$ cat src/rtl/seq_det_pkg.sv
// Shared types and default sizing for the step-sequence detector.
package seq_det_pkg;

    typedef enum logic [1:0] {
        IDLE  = 2'd0,
        ARMED = 2'd1,
        DONE  = 2'd2
    } state_t;

    localparam int DEF_WIDTH = 3;
    localparam int DEF_DEPTH = 3;
    localparam int DEF_CNT_W = 8;

endpackage

$ cat src/rtl/seq_det_cnt.sv
// Saturating match counter; clear beats a coincident increment, reset beats both.
module seq_det_cnt #(
    parameter int CNT_W = seq_det_pkg::DEF_CNT_W
) (
    input  logic             clk,
    input  logic             rst,
    input  logic             i_clr,
    input  logic             i_inc,
    output logic [CNT_W-1:0] o_cnt
);

    logic [CNT_W-1:0] r_cnt;
    logic             w_sat;

    assign w_sat = &r_cnt;

    always_ff @(posedge clk) begin
        if (rst) begin
            r_cnt <= '0;
        end else if (i_clr) begin
            r_cnt <= '0;
        end else if (i_inc && !w_sat) begin
            r_cnt <= r_cnt + 1'b1;
        end
    end

    assign o_cnt = r_cnt;

endmodule

$ cat src/rtl/seq_detector.sv
// Overlapping multi-step masked pattern detector with IDLE/ARMED/DONE control.
// Every hit on step 0 launches a new attempt; match is registered alongside the last step.
module seq_detector
    import seq_det_pkg::*;
#(
    parameter int WIDTH = DEF_WIDTH,
    parameter int DEPTH = DEF_DEPTH,
    parameter int CNT_W = DEF_CNT_W
) (
    input  logic                   clk,
    input  logic                   rst,
    input  logic                   start,
    input  logic                   stop,
    input  logic                   one_shot,
    input  logic                   valid,
    input  logic [WIDTH-1:0]       sig_in,
    input  logic [DEPTH*WIDTH-1:0] step_val,
    input  logic [DEPTH*WIDTH-1:0] step_mask,
    input  logic                   clr_cnt,
    output logic                   match,
    output logic [DEPTH-1:0]       active,
    output logic [CNT_W-1:0]       match_cnt,
    output logic [1:0]             state
);

    state_t           r_state;
    state_t           w_state_nxt;
    logic [DEPTH-1:0] r_p;
    logic [DEPTH-1:0] w_hit;
    logic [DEPTH-1:0] w_p_nxt;
    logic             r_match;
    logic             w_armed;
    logic             w_match_nxt;

    always_comb begin
        w_hit = '0;
        for (int k = 0; k < DEPTH; k++) begin
            w_hit[k] = ((sig_in ^ step_val[k*WIDTH +: WIDTH])
                        & step_mask[k*WIDTH +: WIDTH]) == '0;
        end
    end

    always_comb begin
        w_p_nxt    = '0;
        w_p_nxt[0] = w_hit[0];
        for (int k = 1; k < DEPTH; k++) begin
            w_p_nxt[k] = r_p[k-1] & w_hit[k];
        end
    end

    assign w_armed = (r_state == ARMED);
    // A stop on the completing edge discards the attempt; only the DONE exit keeps its pulse.
    assign w_match_nxt = w_armed && valid && !stop && w_p_nxt[DEPTH-1];

    always_ff @(posedge clk) begin
        if (rst) begin
            r_state <= IDLE;
        end else begin
            r_state <= w_state_nxt;
        end
    end

    always_comb begin
        w_state_nxt = r_state;
        case (r_state)
            IDLE: begin
                if (start && !stop) w_state_nxt = ARMED;
            end
            ARMED: begin
                if (stop)                          w_state_nxt = IDLE;
                else if (one_shot && w_match_nxt)  w_state_nxt = DONE;
            end
            DONE: begin
                if (stop)       w_state_nxt = IDLE;
                else if (start) w_state_nxt = ARMED;
            end
            default: w_state_nxt = IDLE;
        endcase
    end

    always_ff @(posedge clk) begin
        if (rst) begin
            r_p     <= '0;
            r_match <= 1'b0;
        end else begin
            r_match <= w_match_nxt;
            if (!w_armed || (w_state_nxt != ARMED)) begin
                r_p <= '0;
            end else if (valid) begin
                r_p <= w_p_nxt;
            end
        end
    end

    always_comb begin
        match  = r_match;
        active = r_p;
        state  = r_state;
    end

    seq_det_cnt #(
        .CNT_W (CNT_W)
    ) u_cnt (
        .clk   (clk),
        .rst   (rst),
        .i_clr (clr_cnt),
        .i_inc (r_match),
        .o_cnt (match_cnt)
    );

endmodule

$ cat config.mk
export PLATFORM = sky130hd
export DESIGN_NAME = seq_detector
export DESIGN_NICKNAME = d
export VERILOG_FILES = /design/src/rtl/seq_det_pkg.sv /design/src/rtl/seq_det_cnt.sv /design/src/rtl/seq_detector.sv
export SDC_FILE = /design/constraint.sdc
export NUM_CORES = 1
export LEC_CHECK = 0
export CAP_MARGIN = 20
export CORE_UTILIZATION = 32
export DETAILED_ROUTE_END_ITERATION = 12
export GPL_TIMING_DRIVEN = 1
export PLACE_DENSITY = 0.78
export SYNTH_ARGS = -nofsm -noshare
export SYNTH_HDL_FRONTEND = slang
export SYNTH_SLANG_ARGS = --single-unit
$ cat constraint.sdc
create_clock -name clk -period 3.7 [get_ports clk]
set_clock_uncertainty 0.05 [all_clocks]
set_input_delay 0.555 -clock clk [delete_from_list [all_inputs] [get_ports clk]]
set_output_delay 0.555 -clock clk [all_outputs]
set_load 0.01 [all_outputs]
==> results of run 1 <==
[metrics by stage]
stage | instance area (um^2) | utilization, %
floorplan | 718.2 | -
global placement | 1157 | 56.68
detailed placement | 1157 | 56.68
CTS | 1180 | 57.78
global route | 1180 | 57.78
finish | 1180 | 57.78
[worst max path at each step]
stage	from	endpoint	slack [ns]	depth (start not counted)
after floorplan	rst	u_cnt.o_cnt[5]	2.15	4
after global placement	rst	u_cnt.o_cnt[5]	1.66	4
after detailed placement	rst	u_cnt.o_cnt[5]	1.64	4
after CTS	u_cnt.o_cnt[0]	match_cnt[0]	1.81	1
after global routing	u_cnt.o_cnt[3]	match_cnt[3]	1.75	1
final	u_cnt.o_cnt[0]	match_cnt[0]	1.83	1
[flip-flops by register name (all words and copies together) (netlist names)]
name and cells:
state 2, match 1, active 3, u_cnt.o_cnt 8
[worst reg2reg max path: stages, from the launching register on]
cell,delay [ns]
sky130_fd_sc_hd__dfxtp_1,0.42
sky130_fd_sc_hd__ha_1,0.24
sky130_fd_sc_hd__nand4_1,0.16
sky130_fd_sc_hd__o21ai_1,0.38
sky130_fd_sc_hd__xor2_1,0.19
sky130_fd_sc_hd__nor2_1,0.05
[final cells by class]
cell class / instances / area, um^2
Sequential cell: 14 / 280.3
Clock buffer: 3 / 22.52
Tap cell: 27 / 33.78
Timing Repair Buffer: 41 / 410.4
Multi-Input combinational cell: 68 / 429.2
Fill cell: 205 / 862.1
Inverter: 1 / 3.754
[synthesized netlist by cell type, types with 2 or more instances]
master,instances,share of area (%)
sky130_fd_sc_hd__nand4_1,5,4.4
sky130_fd_sc_hd__xor2_1,12,15
sky130_fd_sc_hd__nand3b_1,3,3.1
sky130_fd_sc_hd__dfxtp_1,14,39
sky130_fd_sc_hd__a21oi_1,3,2.1
sky130_fd_sc_hd__o211ai_1,2,2.1
sky130_fd_sc_hd__nor3_1,2,1.4
sky130_fd_sc_hd__nand3_1,3,2.1
sky130_fd_sc_hd__nand2_1,6,3.1
sky130_fd_sc_hd__nand2b_1,2,1.7
sky130_fd_sc_hd__a22oi_1,2,2.1
sky130_fd_sc_hd__o21ai_0,2,1.4
sky130_fd_sc_hd__and3_1,3,2.6
sky130_fd_sc_hd__nor2_1,12,6.3
[cell usage in the layout (no fill, tap or decap)]
master and count:
sky130_fd_sc_hd__mux2i_1 1, sky130_fd_sc_hd__nand2b_1 2, sky130_fd_sc_hd__or2_0 1, sky130_fd_sc_hd__nand4_1 5
sky130_fd_sc_hd__nor2_1 12, sky130_fd_sc_hd__a211oi_1 1, sky130_fd_sc_hd__a31o_2 1, sky130_fd_sc_hd__clkbuf_4 3
sky130_fd_sc_hd__nor2b_1 1, sky130_fd_sc_hd__and3_1 3, sky130_fd_sc_hd__dfxtp_1 14, sky130_fd_sc_hd__clkdlybuf4s50_1 41
sky130_fd_sc_hd__nand3b_1 3, sky130_fd_sc_hd__o21ai_1 1, sky130_fd_sc_hd__or4_1 1, sky130_fd_sc_hd__nand2_1 6
sky130_fd_sc_hd__o211ai_1 2, sky130_fd_sc_hd__a222oi_1 1, sky130_fd_sc_hd__o21ai_0 2, sky130_fd_sc_hd__nand3_1 3
sky130_fd_sc_hd__inv_1 1, sky130_fd_sc_hd__a21oi_1 3, sky130_fd_sc_hd__nor3_1 2, sky130_fd_sc_hd__ha_1 1
sky130_fd_sc_hd__and4_1 1, sky130_fd_sc_hd__o32ai_1 1, sky130_fd_sc_hd__a22oi_1 2, sky130_fd_sc_hd__xor2_1 12
[power groups by stage]
stage	clock network (W)	logic (W)	registers, W
after detailed placement	0	0.0000514	0.000155
after floorplan	0	0.0000151	0.000156
after global placement	0	0.0000503	0.000155
after global routing	0.0000935	0.0000553	0.000152
final	0.0000807	0.0000509	0.000152
after CTS	0.0000837	0.0000515	0.000152
[logic make-up (layout without fill, tap and decap cells)]
group / Yosys count / count (layout) / share of synthesized area (%)
compound gates: 14 / 14 / 13.24
fa+ha+maj: 1 / 1 / 1.742
xor+xnor: 12 / 12 / 14.63
simple gates: 40 / 40 / 28.75
buf+inv: 2 / 45 / 1.218
mux: 1 / 1 / 1.394
flops: 14 / 14 / 39.02
[metal layers]
metal	global-route usage [%]	routed length [um]	vias up
met5	0	0	-
met4	10.00	23	0
met3	4.673	141	4
met2	29.22	904	40
met1	16.10	648	344
li1	-	-	394
==> metrics.log, run 1 <==
[metrics] Yosys warnings: 0
[metrics] RR Endpoint: u_cnt.o_cnt[0]
[metrics] total wirelength of the detailed-routed design: around 1700 um
[metrics] synthesized area: 718.2 um^2
[metrics] worst slew margin relative to its limit: approximately 72%
[metrics] worst-path maximum fanout: 5
[metrics] initial detailed-routing violation count: 13
[metrics] via count of the first global-routing pass: between 700 and 800
[metrics] worst-case register-to-register setup slack: 2.08 ns
[metrics] cell-by-cell trace of the critical path: clkdlybuf4s50_1
[metrics] clock tree from TritonCTS: built
[metrics] number of endpoints with negative hold slack in the final report: 0
[metrics] sequential share of power: between 50% and 60%
[metrics] prevailing post-synth register cell: sky130_fd_sc_hd__dfxtp_1
[metrics] DR WL/cell: 11.16 um
[metrics] hold path cells: 1
[metrics] Mapped Avg Cell Area: roughly 8.5 um^2
[metrics] Chip Height: roughly 50 um
[metrics] Worst setup SP type: flop
[metrics] overall power consumption: around 0.00028 W
[metrics] area of the die: 2438 um^2
[metrics] Hold/Removal Path Class: reg2reg
[metrics] count of non-filler cells in the finished layout: 154
[metrics] remaining global-route overflow: 0
[metrics] summed negative setup slack over all endpoints: 0 ns
[metrics] number of placed instances with taps included: 151
[metrics] peak supply drop: 0.0001257 V
[metrics] fin crit share: 50.63%
[metrics] number of nets produced by synthesis: between 100 and 150
[metrics] ports placed on the boundary: 42
[metrics] nature of the critical path endpoint: output port
[metrics] post-cts hold buffer count: 0
[metrics] Leak: 0.4293 nW
[metrics] unrepaired setup endpoints after global routing: false
[metrics] Hold EP: state[1]
[metrics] transition time of the tightest slew-check pin: ~0.41 ns
[metrics] min cycle time layout: between 1.5 and 2 ns
[metrics] total global routing track utilization: approximately 16%
[metrics] antenna-violating nets left: 0
[metrics] power density normalized to cell area: about 240 nW/um^2
[metrics] number of setup violations in the final report: 0
[metrics] reg2reg path depth: 5
[metrics] Chip Width: 49.38 um
[metrics] source of the worst hold timing path: state[0]
[metrics] switching fraction of total power: a little over a fifth
[metrics] Worst Setup Slack, final: 1.827 ns
[metrics] Pre-antenna DRT Iters: 4
[metrics] post-synthesis to final-layout area growth: 64.29%
[metrics] core box area: just over 2000 um^2
[metrics] share of final-layout standard cells stronger than drive strength 1: 3.150%
[metrics] distinct cell type count after synthesis: 27
[metrics] worst path buffer plus inverter count: 1
[metrics] required time of the worst setup path: slightly above 3 ns
[metrics] data arrival time of the worst path: 1.27 ns
[metrics] number of enable-type register cells in the synthesized netlist: 0
[metrics] input/output buffers: between 40 and 50
[metrics] TritonCTS buffer count: 3
[metrics] placed wire-length estimate after detailed placement: roughly 1500 um
[metrics] status: complete, no violations
[metrics] H-Tree Level Count: 1
[metrics] largest net degree at the start of global routing: 8
[metrics] Std-Cell Rows: 16
[metrics] Initial Utilization: about a third
[metrics] number of buffers on the longest clock path: 2
[metrics] switching power summed over all nets: 0.00005993 W
[metrics] worst stage delay on the critical path: between 0.5 and 0.6 ns
[metrics] crit path kind: reg2out
[metrics] drc violations: 0
[metrics] clock share of power: 28.5%
[metrics] master cell of the clock root buffer: sky130_fd_sc_hd__clkbuf_4
[metrics] share of the yosys chip area belonging to registers: between 30% and 40%
[metrics] weighted congestion at the end of routability-driven global placement: 0.7869
[metrics] number of setup buffers added after CTS: 0
[metrics] maximum clock rate: about 0.53 GHz
[metrics] post-CTS resize count: 0
[metrics] initial antenna violation count: 0
[metrics] Max-Cap Viols: 0
[metrics] asr flop ratio synth: 0%
[metrics] CTS sink cnt: 14
[metrics] hold slack: about 0.43 ns
[metrics] number of pins exceeding their max-slew limit in the final report: 0
[metrics] Largest delay share family, worst path: buffers and inverters
[metrics] cell internal pwr: about 0.00022 W
[metrics] detail-routed via count per cell: about 5.1
[metrics] number of nets in the final layout: approximately 160
[metrics] first-pass GRT wire length: approximately 3100 um
[metrics] number of instances in the synthesized netlist: 84
[metrics] ant diodes: 0
[metrics] Gate power share: 18.0%
[metrics] insertion delay to the later sink of the worst-skew pair: 0.27 ns
[metrics] routed via count: roughly 800
[metrics] launching point of the worst reg2reg path: u_cnt.o_cnt[0]
[metrics] flops & latches, synth: 14
[metrics] Worst-path clk slew: 0.07 ns
[metrics] slowest CP cell: sky130_fd_sc_hd__clkdlybuf4s50_1
[metrics] pre-CTS WS: approximately 1.6 ns
No activity file was read; power rests on OpenSTA's default activity.
==> run 2, diff against run 1 <==
==> constraint.sdc (replaced) <==
create_clock -name clk -period 1.75 [get_ports clk]
set_clock_uncertainty 0.05 [all_clocks]
set_input_delay 0.2625 -clock clk [delete_from_list [all_inputs] [get_ports clk]]
set_output_delay 0.2625 -clock clk [all_outputs]
set_load 0.01 [all_outputs]
==> metrics.log, run 2 (synthesized netlist as in run 1, its figures left out) <==
[metrics] status: complete, no violations
[metrics] Max-Cap Viols: 0
[metrics] Chip Height: just under 50 um
[metrics] Worst setup SP type: flop
[metrics] area of the die: roughly 2400 um^2
[metrics] insertion delay to the later sink of the worst-skew pair: 0.27 ns
[metrics] worst-case register-to-register setup slack: 0.22 ns
[metrics] number of fill cells: between 150 and 200
[metrics] highest-count cells in the layout ignoring fill and taps: sky130_fd_sc_hd__clkdlybuf4s50_1, sky130_fd_sc_hd__dfxtp_1, sky130_fd_sc_hd__nor2_1, sky130_fd_sc_hd__xor2_1, sky130_fd_sc_hd__nand2_1
[metrics] data arrival time of the worst path: around 1.3 ns
[metrics] largest net degree at the start of global routing: 9
[metrics] number of flip-flops in the largest register: 8
[metrics] initial antenna violation count: 0
[metrics] weighted congestion at the end of routability-driven global placement: approximately 0.77
[metrics] input/output buffers: slightly above 40
[metrics] worst stage delay on the critical path: between 0.5 and 0.6 ns
[metrics] clock tree from TritonCTS: built
[metrics] unrepaired setup endpoints after global routing: false
[metrics] Hold EP: active[2]
[metrics] summed negative setup slack over all endpoints: 0 ns
[metrics] peak supply drop: 0.0002819 V
[metrics] H-Tree Level Count: 1
[metrics] Std-Cell Rows: 16
[metrics] worst-path maximum fanout: 7
[metrics] TritonCTS buffer count: 3
[metrics] ports placed on the boundary: 42
[metrics] initial detailed-routing violation count: 8
[metrics] worst path buffer plus inverter count: 1
[metrics] required time of the worst setup path: ~1.4 ns
[metrics] leading cell type in the layout, fill and taps excluded: sky130_fd_sc_hd__clkdlybuf4s50_1
[metrics] RR Endpoint: u_cnt.o_cnt[5]
[metrics] nature of the critical path endpoint: output port
[metrics] antenna-violating nets left: 0
[metrics] total global routing track utilization: around 16%
[metrics] source of the worst hold timing path: active[2]
[metrics] slowest CP cell: sky130_fd_sc_hd__clkdlybuf4s50_1
[metrics] area taken by flip-flops and latches: 280.3 um^2
[metrics] maximum clock rate: approximately 0.63 GHz
[metrics] number of buffers on the longest clock path: 2
[metrics] placed wire-length estimate after detailed placement: about 1500 um
[metrics] transition time of the tightest slew-check pin: approximately 0.32 ns
[metrics] Worst-path clk slew: 0.08 ns
[metrics] power density normalized to cell area: between 500 and 600 nW/um^2
[metrics] core box area: approximately 2000 um^2
[metrics] CTS sink cnt: 14
[metrics] crit path kind: reg2out
[metrics] area of the multi-input gates: approximately 430 um^2
[metrics] post-synthesis to final-layout area growth: 68.81%
[metrics] Initial Utilization: a little over a third
[metrics] number of nets in the final layout: between 150 and 200
[metrics] master cell of the clock root buffer: sky130_fd_sc_hd__clkbuf_4
[metrics] share of final-layout standard cells stronger than drive strength 1: 6.154%
[metrics] Hold/Removal Path Class: reg2reg
[metrics] ant diodes: 0
[metrics] drc violations: 0
[metrics] number of pins exceeding their max-slew limit in the final report: 0
[metrics] total wirelength of the detailed-routed design: between 1500 and 2000 um
[metrics] min cycle time layout: approximately 1.6 ns
[metrics] via count of the first global-routing pass: roughly 750
[metrics] launching point of the worst reg2reg path: u_cnt.o_cnt[0]
[metrics] detail-routed via count per cell: about 5
[metrics] number of endpoints with negative hold slack in the final report: 0
[metrics] Pre-antenna DRT Iters: 4
[metrics] number of setup buffers added after CTS: 0
[metrics] post-layout utilization of the core: 59.38%
[metrics] routed via count: slightly below 800
[metrics] fin crit share: about 91%
[metrics] Largest delay share family, worst path: buffers and inverters
[metrics] hold path cells: 2
[metrics] DR WL/cell: between 10 and 15 um
[metrics] cell-by-cell trace of the critical path: clkdlybuf4s50_1
[metrics] first-pass GRT wire length: about 3000 um
[metrics] Chip Width: 49.38 um
[metrics] number of setup violations in the final report: 0
[metrics] Leak: around 0.45 nW
[metrics] reg2reg path depth: 5
[metrics] remaining global-route overflow: 0
[metrics] worst slew margin relative to its limit: just under 80%
run 2: worst max-delay path by stage:
stage                         startpoint             end  slack (ns)  cells after the start
final                     u_cnt.o_cnt[2]    match_cnt[2]        0.16                      1
after global routing      u_cnt.o_cnt[2]    match_cnt[2]        0.07                      1
after CTS                 u_cnt.o_cnt[2]    match_cnt[2]        0.15                      1
after detailed placement       sig_in[0]        state[1]        0.09                      5
after global placement         sig_in[0]        state[1]        0.14                      5
after floorplan           u_cnt.o_cnt[0]  u_cnt.o_cnt[5]        0.25                      5
run 2: power by group:
group,internal (W),switching (W)
clock network,0.000126,0.000101
registers,0.000320,0.00000181
logic,0.0000763,0.0000364
run 2: routing by layer:
layer | track usage [%] | vias to the layer above | routed length, um | part of all wire (%)
met5 | 0 | - | 0 | 0
met4 | 5.714 | 0 | 16 | 0.90
met3 | 3.427 | 2 | 103 | 5.8
met2 | 30.37 | 35 | 970 | 55
met1 | 16.10 | 339 | 684 | 39
li1 | - | 400 | - | -
run 2: through the flow:
stage	total power (W)	hold slack, ns	area (um^2)	setup WS [ns]	std cells
final	0.0006611	0.4382	1212	0.1621	157
after global routing	0.0006978	0.4553	1212	0.07368	157
after CTS	0.0006699	0.4439	1209	0.1455	157
after detailed placement	0.0004422	0.4179	1172	0.08689	153
after global placement	0.0004389	0.4008	1172	0.1398	153
after floorplan	0.0003612	0.3562	718.2	0.2530	84
run 2: cell type report:
type                            count  share of cell area (%)
Inverter                            1                  0.3096
Sequential cell                    14                   23.12
Tap cell                           27                   2.786
Multi-Input combinational cell     68                   35.71
Timing Repair Buffer               43                   35.09
Clock buffer                        4                   2.993
run 2: repair_timing:
item | 4_1_cts | 5_1_grt
gates resized for setup | 0 | 1
setup endpoints to repair | 0 | 2
hold buffers | 0 | 0
